### src/rtl/lpf_relay_sequencer_if.sv
// Bundle of band-request, PTT and relay-drive signals between the band decoder,
// the LPF relay sequencer and the TX chain.
interface lpf_relay_sequencer_if;
    logic [6:0] lpf_req;
    logic       ptt_in;
    logic [6:0] lpf_drive;
    logic       ptt_out;
    logic       tx_inhibit;
    logic       busy;
    logic       req_err;

    modport master (
        output lpf_req, ptt_in,
        input  lpf_drive, ptt_out, tx_inhibit, busy, req_err
    );

    modport slave (
        input  lpf_req, ptt_in,
        output lpf_drive, ptt_out, tx_inhibit, busy, req_err
    );
endinterface

### src/rtl/lpf_relay_sequencer.sv
// Break-before-make LPF relay sequencer: debounces the band request, mutes TX,
// opens all relays, closes the new one and lets it settle before releasing TX.
module lpf_relay_sequencer #(
    parameter int unsigned STABLE_CYCLES = 1000,
    parameter int unsigned MUTE_CYCLES   = 500,
    parameter int unsigned BREAK_CYCLES  = 2000,
    parameter int unsigned SETTLE_CYCLES = 4000
) (
    input  logic                  clock,
    input  logic                  reset_n,
    lpf_relay_sequencer_if.slave  bus
);

    // A zero parameter would make a dwell vanish; clamp it to one cycle.
    localparam logic [15:0] StableEff = (STABLE_CYCLES == 0) ? 16'd1 : 16'(STABLE_CYCLES);
    localparam logic [15:0] MuteEff   = (MUTE_CYCLES   == 0) ? 16'd1 : 16'(MUTE_CYCLES);
    localparam logic [15:0] BreakEff  = (BREAK_CYCLES  == 0) ? 16'd1 : 16'(BREAK_CYCLES);
    localparam logic [15:0] SettleEff = (SETTLE_CYCLES == 0) ? 16'd1 : 16'(SETTLE_CYCLES);

    typedef enum logic [1:0] {StIdle, StMute, StBreak, StMake} state_e;

    state_e      state_q, state_d;
    logic [6:0]  cur_q, cur_d;
    logic [6:0]  target_q, target_d;
    logic [6:0]  req_prev_q;
    logic [15:0] stab_cnt_q, stab_cnt_d;
    logic [15:0] dwell_q, dwell_d;
    logic [6:0]  drive_q, drive_d;
    logic        inhibit_q, inhibit_d;
    logic        ptt_q, ptt_d;
    logic        busy_q, busy_d;
    logic        err_q, err_d;
    logic        req_valid;
    logic        prev_valid;

    assign req_valid  = $onehot(bus.lpf_req);
    assign prev_valid = $onehot(req_prev_q);

    always_comb begin
        stab_cnt_d = stab_cnt_q;
        if (bus.lpf_req != req_prev_q) begin
            stab_cnt_d = '0;
        end else if (stab_cnt_q != 16'hFFFF) begin
            stab_cnt_d = stab_cnt_q + 16'd1;
        end
        err_d = !req_valid && prev_valid;
    end

    always_comb begin
        state_d  = state_q;
        dwell_d  = dwell_q;
        cur_d    = cur_q;
        target_d = target_q;
        unique case (state_q)
            StIdle: begin
                // >= rather than ==: a request that matured during a sequence
                // must still fire on the first IDLE cycle.
                if (stab_cnt_d >= StableEff && req_valid && bus.lpf_req != cur_q) begin
                    target_d = bus.lpf_req;
                    dwell_d  = '0;
                    state_d  = StMute;
                end
            end
            StMute: begin
                if (dwell_q == MuteEff - 16'd1) begin
                    dwell_d = '0;
                    state_d = StBreak;
                end else begin
                    dwell_d = dwell_q + 16'd1;
                end
            end
            StBreak: begin
                if (dwell_q == BreakEff - 16'd1) begin
                    dwell_d = '0;
                    state_d = StMake;
                end else begin
                    dwell_d = dwell_q + 16'd1;
                end
            end
            StMake: begin
                if (dwell_q == SettleEff - 16'd1) begin
                    dwell_d = '0;
                    cur_d   = target_q;
                    state_d = StIdle;
                end else begin
                    dwell_d = dwell_q + 16'd1;
                end
            end
            default: state_d = StIdle;
        endcase
    end

    // Outputs are decoded from the next state so they register in step with it.
    always_comb begin
        drive_d = '0;
        unique case (state_d)
            StIdle:  drive_d = cur_d;
            StMute:  drive_d = cur_d;
            StBreak: drive_d = '0;
            StMake:  drive_d = target_d;
            default: drive_d = '0;
        endcase
        inhibit_d = (state_d != StIdle) || (cur_d == '0);
        busy_d    = (state_d != StIdle);
        ptt_d     = bus.ptt_in && !inhibit_q;
    end

    always_ff @(posedge clock or negedge reset_n) begin
        if (!reset_n) begin
            state_q    <= StIdle;
            cur_q      <= '0;
            target_q   <= '0;
            req_prev_q <= '0;
            stab_cnt_q <= '0;
            dwell_q    <= '0;
            drive_q    <= '0;
            inhibit_q  <= 1'b1;
            ptt_q      <= 1'b0;
            busy_q     <= 1'b0;
            err_q      <= 1'b0;
        end else begin
            state_q    <= state_d;
            cur_q      <= cur_d;
            target_q   <= target_d;
            req_prev_q <= bus.lpf_req;
            stab_cnt_q <= stab_cnt_d;
            dwell_q    <= dwell_d;
            drive_q    <= drive_d;
            inhibit_q  <= inhibit_d;
            ptt_q      <= ptt_d;
            busy_q     <= busy_d;
            err_q      <= err_d;
        end
    end

    assign bus.lpf_drive  = drive_q;
    assign bus.tx_inhibit = inhibit_q;
    assign bus.ptt_out    = ptt_q;
    assign bus.busy       = busy_q;
    assign bus.req_err    = err_q;

endmodule

### src/flat_wrapper.sv
// flat-port wrapper written by rule: the top's interface ports become plain ports
module lpf_relay_sequencer_flat 
#(
    parameter int unsigned STABLE_CYCLES = 1000,
    parameter int unsigned MUTE_CYCLES   = 500,
    parameter int unsigned BREAK_CYCLES  = 2000,
    parameter int unsigned SETTLE_CYCLES = 4000
)
  (clock, reset_n, bus_lpf_req, bus_ptt_in, bus_lpf_drive, bus_ptt_out, bus_tx_inhibit, bus_busy, bus_req_err);
  lpf_relay_sequencer_if bus_i ();
  input  logic clock;
  input  logic reset_n;
  input wire logic [$bits(bus_i.lpf_req)-1:0] bus_lpf_req;
  input wire logic [$bits(bus_i.ptt_in)-1:0] bus_ptt_in;
  output wire logic [$bits(bus_i.lpf_drive)-1:0] bus_lpf_drive;
  output wire logic [$bits(bus_i.ptt_out)-1:0] bus_ptt_out;
  output wire logic [$bits(bus_i.tx_inhibit)-1:0] bus_tx_inhibit;
  output wire logic [$bits(bus_i.busy)-1:0] bus_busy;
  output wire logic [$bits(bus_i.req_err)-1:0] bus_req_err;
  assign bus_i.lpf_req = bus_lpf_req;
  assign bus_i.ptt_in = bus_ptt_in;
  assign bus_lpf_drive = bus_i.lpf_drive;
  assign bus_ptt_out = bus_i.ptt_out;
  assign bus_tx_inhibit = bus_i.tx_inhibit;
  assign bus_busy = bus_i.busy;
  assign bus_req_err = bus_i.req_err;
  lpf_relay_sequencer #(.STABLE_CYCLES(STABLE_CYCLES), .MUTE_CYCLES(MUTE_CYCLES), .BREAK_CYCLES(BREAK_CYCLES), .SETTLE_CYCLES(SETTLE_CYCLES)) u_core (.clock(clock), .reset_n(reset_n), .bus(bus_i));
endmodule
### config.mk
export PLATFORM = sky130hd
export DESIGN_NAME = lpf_relay_sequencer_flat
export DESIGN_NICKNAME = d
export VERILOG_FILES = /design/src/rtl/lpf_relay_sequencer_if.sv /design/src/rtl/lpf_relay_sequencer.sv /design/src/flat_wrapper.sv
export SDC_FILE = /design/constraint.sdc
export NUM_CORES = 1
export LEC_CHECK = 0
export ABC_CLOCK_PERIOD_IN_PS = 6900
export CORE_UTILIZATION = 44
export CTS_BUF_LIST = sky130_fd_sc_hd__clkbuf_8
export CTS_CLUSTER_SIZE = 12
export DETAILED_ROUTE_END_ITERATION = 10
export GPL_ROUTABILITY_DRIVEN = 0
export SETUP_SLACK_MARGIN = 0.15
export SLEW_MARGIN = 40
export SYNTH_ARGS = -nofsm -noshare
export SYNTH_HDL_FRONTEND = slang
export SYNTH_SLANG_ARGS = --single-unit
### constraint.sdc
create_clock -name clock -period 6.9 [get_ports clock]
set_clock_uncertainty 0.1 [all_clocks]
set_input_delay 1.035 -clock clock [delete_from_list [all_inputs] [get_ports clock]]
set_output_delay 1.035 -clock clock [all_outputs]
set_load 0.01 [all_outputs]
==> metrics.txt, run 1 <==
outcome=finished clean; net count of the mapped netlist=387; pre-CTS WS=1.96 ns; Setup Crit Path Kind=in -> reg; Synth Flop Type=dfrtp_1; Reg2Reg Launch Point=u_core.req_prev_q[6]$_DFF_PN0_; root buf cell=clkbuf_8; Placed Area=0.00395 mm^2; vias per cell=around 5.6; Worst Path Required=7.02 ns; Power Total=around 0.8 mW; most common cell in the netlist=dfrtp_1; dpl hpwl=approximately 5500 um; Sink Count=between 60 and 70; largest net degree at the start of global routing=67; CTS tree=done; Worst setup endpoint=u_core.target_q[6]$_DFF_PN0_; Fin Setup TNS=0 ns; Async SR Flop Fraction=100%; Hold Path Class=reg -> reg; first-pass GRT wire length=13,700 um; # diodes=0; row count=32; final worst path period share=66.2%; Clk pin slew, worst setup/hold paths=0.07 ns; CP most frequent cell=inv_1; post-synth top area cell=dfrtp_1; vias in the first global route=2,799; hold-fix buffers at CTS=0; Crit. Startpoint=bus_lpf_req[4]; warnings from Yosys=0; Final Critical Period=4.57 ns; PostCTS Resize Cnt=0; Peak VDD IR=0.000131 V; Post-synth EDFFs=0; Critical R2R Capture=u_core.target_q[6]$_DFF_PN0_; Yosys top cell area share=44.6%; Max-Slew Margin vs Limit=59.1%; Synth Cell Area=0.00365 mm^2; Clock H-tree levels=3; worst hold start=u_core.dwell_q[10]$_DFFE_PN0P_; DRT antenna net count=0; Max-cap violations=0; drt first-iter violations=around 110; Mapped Cells=361; total global routing overflow=0; Setup Buffers After CTS=0; core area=between 0.007 and 0.008 mm^2; Finished Cell Area=0.00416 mm^2; Clock Tree Buf Depth=2; Critical Path Max Stage Delay=0.59 ns; Nets=411; synth cell count leaders=dfrtp_1, nor2_1, nand2_1; Die Span X=93.0 um; die area=about 0.0087 mm^2; flop2flop setup slack=between 3 and 4 ns; Pleak=1.84 nW; initial antenna violation count=0; Die Y=~93 um; Placed Cells=between 400 and 500; GRT Util Overall=roughly 21%; CTS Buf Count=9; Final Hold Violating Endpoints=0; Worst-Skew Late Latency=0.34 ns; max-slew violation count=0; Seq cells post-synth=66; WP data arrival=4.69 ns; Syn Area/Cell=10.1 um^2; crit-path cells=clkdlybuf4s50_1 > ha_1 > inv_1 > fa_1 > inv_1 > ha_1 > inv_1 > fa_1 > xor2_1 > and3_1 > o41ai_1 > nor4_1 > nand4_1 > a21boi_2 > mux2_2; Slowest-stage cell, CP=clkdlybuf4s50_1; Critical Path Source Type=input pin; Worst-Margin Slew=0.611 ns; Via Count=2,754; Max Fclk=between 200 and 250 MHz; Initial Utilization=roughly 46%; pwr dens=189 mW/mm^2; IO Port Bufs=20; Post-route DRC=0; final worst-path setup slack=roughly 2.3 ns; DRT Wirelength=7880 um; Netlist cell types=just over 50; top cells by area, synth=dfrtp_1, mux2_2, ha_1; wire per inst=16.0 um; RSZ-0062 raised after global routing=false; CP Capture Type=flip-flop; layout cells sized above 1=a little under an eighth; sequential fraction of the synthesis area=between 40 and 50%; Max Fanout on Critical Path=7; Final Non-Filler Cells=~490; cells on worst reg2reg path=7; final setup vio count=0; TritonRoute pass-1 iters=4; P&R area growth vs syn=13.9%; Ports=21
[power breakdown]
part	total, mW	switching [mW]	internal (mW)
Sequential	0.393	0.00251	0.391
Clock	0.333	0.156	0.177
Combinational	0.0598	0.0338	0.0260
Total	0.786	0.192	0.593
[stage by stage]
step	hold slack, ns	util (%)
floorplan	0.385	-
global placement	0.417	50.0
detailed placement	0.432	50.1
CTS	0.444	52.7
global route	0.472	52.7
finish	0.438	52.7
[metal layers]
metal	global-route usage, %	part of all wire (%)
met3	4.88	2.2
met5	0	0
met4	6.79	0.80
met2	30.8	45
met1	29.2	52
[registers in the layout, indices dropped and copies added, names as in the netlist]
name                   count
u_core.bus.req_err         1
u_core.state_q             2
u_core.bus.lpf_drive       7
u_core.target_q            7
u_core.cur_q               7
u_core.bus.tx_inhibit      1
u_core.dwell_q            16
u_core.req_prev_q          7
u_core.bus.busy            1
u_core.bus.ptt_out         1
u_core.stab_cnt_q         16
[cell usage in the layout, fill, tap and decap left out, drive strengths merged, types with 4 or more instances in the layout]
master | synthesis | layout
dfrtp | 65 | 65
nor2 | 32 | 32
nand2 | 26 | 26
inv | 19 | 19
clkdlybuf4s50 | 0 | 19
nand3 | 19 | 19
o21ai | 16 | 16
mux2 | 14 | 14
xnor2 | 13 | 13
and3 | 13 | 13
a31oi | 13 | 13
a21oi | 12 | 12
xor2 | 11 | 11
nor3 | 11 | 11
a22o | 10 | 10
ha | 10 | 10
clkbuf | 4 | 10
nand4 | 7 | 7
nor4 | 7 | 7
fa | 6 | 6
mux2i | 5 | 5
nand3b | 4 | 4
buf | 6 | 4
[cell type report]
| type | instances | area (um^2) |
|---|---|---|
| Clock buffer | 10 | 138 |
| Clock inverter | 6 | 66.3 |
| Fill cell | 711 | 3730 |
| Inverter | 19 | 71.3 |
| Multi-Input combinational cell | 266 | 1880 |
| Sequential cell | 66 | 1650 |
| Tap cell | 102 | 128 |
| Timing Repair Buffer | 23 | 221 |
[critical path, delay by kind of cell]
kind | cells | cell delay (ns)
buf+inv | 4 | 0.79
simple gates | 3 | 0.62
compound gates | 2 | 0.52
mux | 1 | 0.38
xor+xnor | 1 | 0.16
fa+ha+maj | 4 | 1.20
[kinds of logic after synthesis]
family | count (synthesis) | share of synthesized area (%)
AOI/OAI and AO/OA | 66 | 12.2
xor gates and xnor gates | 24 | 5.76
adders and majority gates | 16 | 6.72
buffers and inverters | 29 | 3.19
DFF | 66 | 45.3
muxes | 19 | 5.69
and+or+nand+nor | 141 | 21.1
[worst min path at each step]
stage                                endpoint  slack (ns)  cells past startpoint
2_1_floorplan  u_core.dwell_q[10]$_DFFE_PN0P_        0.39                      1
3_3_place_gp    u_core.dwell_q[1]$_DFFE_PN0P_        0.42                      1
3_5_place_dp   u_core.dwell_q[15]$_DFFE_PN0P_        0.43                      1
4_1_cts        u_core.dwell_q[10]$_DFFE_PN0P_        0.44                      1
5_1_grt         u_core.dwell_q[1]$_DFFE_PN0P_        0.47                      1
6_report       u_core.dwell_q[10]$_DFFE_PN0P_        0.44                      1
Power figures use the tool's default switching activity.
==> run 2, diff against run 1 <==
--- a/config.mk
+++ b/config.mk
@@ -5,7 +5,7 @@
 export SDC_FILE = /design/constraint.sdc
 export NUM_CORES = 1
 export LEC_CHECK = 0
-export ABC_CLOCK_PERIOD_IN_PS = 6900
+export ABC_CLOCK_PERIOD_IN_PS = 4680
 export CORE_UTILIZATION = 44
 export CTS_BUF_LIST = sky130_fd_sc_hd__clkbuf_8
 export CTS_CLUSTER_SIZE = 12
==> constraint.sdc (replaced) <==
create_clock -name clock -period 4.68 [get_ports clock]
set_clock_uncertainty 0.1 [all_clocks]
set_input_delay 0.702 -clock clock [delete_from_list [all_inputs] [get_ports clock]]
set_output_delay 0.702 -clock clock [all_outputs]
set_load 0.01 [all_outputs]
==> run 2 against run 1 <==
  * Utilization increased by 1.1 points
  * Design area grew 2.1%
  * Sequential power grew 47%
  * Hold slack worse by 0.18 ns
  * First-iteration DRC count up 20%
  * Critical path depth did not move
  * Worst setup slack got worse by 1.7 ns
  * Total power rose by 57%
  * Count of clock-buffer cells in the layout increased by 1
  * Sequential cell count did not move
  * Critical path type unchanged
==> metrics.txt, run 2 (synthesized netlist as in run 1, its figures left out) <==
Setup Buffers After CTS=0; initial antenna violation count=0; Max-Slew Margin vs Limit=59.2%; Ports=21; Multi-input gate area=between 0.0015 and 0.002 mm^2; DRT Wirelength=8090 um; switching fraction of total power=23.2%; hold-fix buffers at CTS=0; Die Y=93.0 um; drt first-iter violations=~140; Psw=approximately 0.29 mW; Placed Cells=just under 500; root buf cell=clkbuf_8; CTS Buf Count=9; largest net degree at the start of global routing=41; Clk pin slew, worst setup/hold paths=~0.08 ns; Fin Setup TNS=0 ns; CTS tree=done; Worst-Skew Late Latency=0.35 ns; first-pass GRT wire length=13,700 um; Final Critical Period=4.09 ns; most common cell after layout, fill and taps aside=dfrtp_1; Logic pwr share=under 10%; Max Fanout on Critical Path=7; CP Capture Type=flip-flop; P&R area growth vs syn=16.4%; TritonRoute pass-1 iters=4; final worst path period share=87.5%; RSZ-0062 raised after global routing=false; Peak VDD IR=0.000148 V; layout cells sized above 1=13.3%; Via Count=2,768; # diodes=0; vias per cell=5.54; Post-route DRC=0; register area=0.00165 mm^2; total global routing overflow=0; outcome=finished clean; top flop regs=u_core.dwell_q: 16 flops, u_core.stab_cnt_q: 16 flops; final worst-path setup slack=~0.59 ns; Fill cells=around 720; WP data arrival=about 4.2 ns; Hold Path Class=in -> async; Die Span X=93.0 um; final setup vio count=0; Max-cap violations=0; Critical Path Source Type=input pin; pre-CTS WS=~0.25 ns; clock power share=45.6%; Max Fclk=244 MHz; Initial Utilization=46.2%; Worst Path Required=between 4 and 5 ns; wire per inst=16.2 um; IO Port Bufs=20; most frequent cells in the layout=dfrtp_1, nor2_1, nand2_1, inv_1, clkdlybuf4s50_1; PostCTS Resize Cnt=0; dpl hpwl=5830 um; Pleak=around 1.9 nW; Worst-Margin Slew=0.612 ns; pwr dens=between 200 and 300 mW/mm^2; max-slew violation count=0; Clock H-tree levels=3; sequential share of power=46.8%; Clock Tree Buf Depth=2; Setup Crit Path Kind=in -> reg; Nets=419; GRT Util Overall=20.8%; Final Non-Filler Cells=500; die area=0.00866 mm^2; Final Hold Violating Endpoints=0; core area=about 0.0079 mm^2; row count=32; vias in the first global route=2,761; internal power=0.950 mW; DRT antenna net count=0; Sink Count=66
-- run 2: cell types whose count changed in the layout (fill, tap and decap cells not counted), sizes merged --
cell / delta
buf: +8
clkinvlp: -2
bufinv: +1
clkbuf: +1
clkinv: -1
inv: +1
-- run 2: final cells by class --
| type | instances | share of cell area, % |
|---|---|---|
| inverters | 19 | 1.68 |
| multi-input cells | 266 | 44.3 |
| repair buffers | 31 | 6.54 |
| clock buffers | 11 | 3.57 |
| flip-flops and latches | 66 | 38.9 |
| clock inverters | 5 | 2.00 |
| well taps | 102 | 3.01 |
-- run 2: final timing paths --
path / from / endpoint / slack (ns) / cells after the start
setup / recovery: bus_lpf_req[5] / u_core.target_q[1]$_DFF_PN0_ / 0.59 / 15
hold / removal: reset_n / u_core.bus.req_err$_DFF_PN0_ / 0.26 / 1
setup reg to reg: u_core.stab_cnt_q[0]$_DFF_PN0_ / u_core.dwell_q[11]$_DFFE_PN0P_ / 1.77 / 9
hold reg to reg: u_core.dwell_q[1]$_DFFE_PN0P_ / u_core.dwell_q[1]$_DFFE_PN0P_ / 0.44 / 1
max in group asynchronous: reset_n / u_core.bus.tx_inhibit$_DFF_PN1_ / 3.27 / 2
min in group clock: u_core.dwell_q[1]$_DFFE_PN0P_ / u_core.dwell_q[1]$_DFFE_PN0P_ / 0.44 / 1
-- run 2: routing by layer --
metal | track usage, % | wire length [um]
met4 | 6.54 | 120
met2 | 31.5 | 3570
met3 | 5.37 | 298
met1 | 29.2 | 4100
met5 | 0 | 0
-- run 2: power groups by stage --
stage	Clock, mW	Sequential [mW]	Combinational (mW)
after floorplan	0	0.592	0.0450
after global placement	0	0.590	0.0921
after detailed placement	0	0.591	0.0954
after CTS	0.575	0.579	0.0962
after global routing	0.603	0.580	0.110
final	0.564	0.579	0.0935
-- run 2: through the flow --
stage / total power, mW / cell area [um^2] / hold WS (ns) / utilization [%]
final: 1.24 / 4240 / 0.255 / 53.8
after global routing: 1.29 / 4240 / 0.303 / 53.8
after CTS: 1.25 / 4240 / 0.263 / 53.8
after detailed placement: 0.686 / 4010 / 0.421 / 50.8
after global placement: 0.683 / 4010 / 0.409 / 50.8
after floorplan: 0.637 / 3650 / 0.306 / -
-- run 2: critical path, stage by stage --
cell and delay [ns]:
clkdlybuf4s50_1 0.45, ha_1 0.30, inv_1 0.05, fa_1 0.43
inv_1 0.06, ha_1 0.13, inv_1 0.05, fa_1 0.38
xor2_1 0.15, and3_1 0.20, o41ai_1 0.12, nor4_1 0.19
nand4_1 0.22, a21boi_2 0.41, mux2_2 0.38
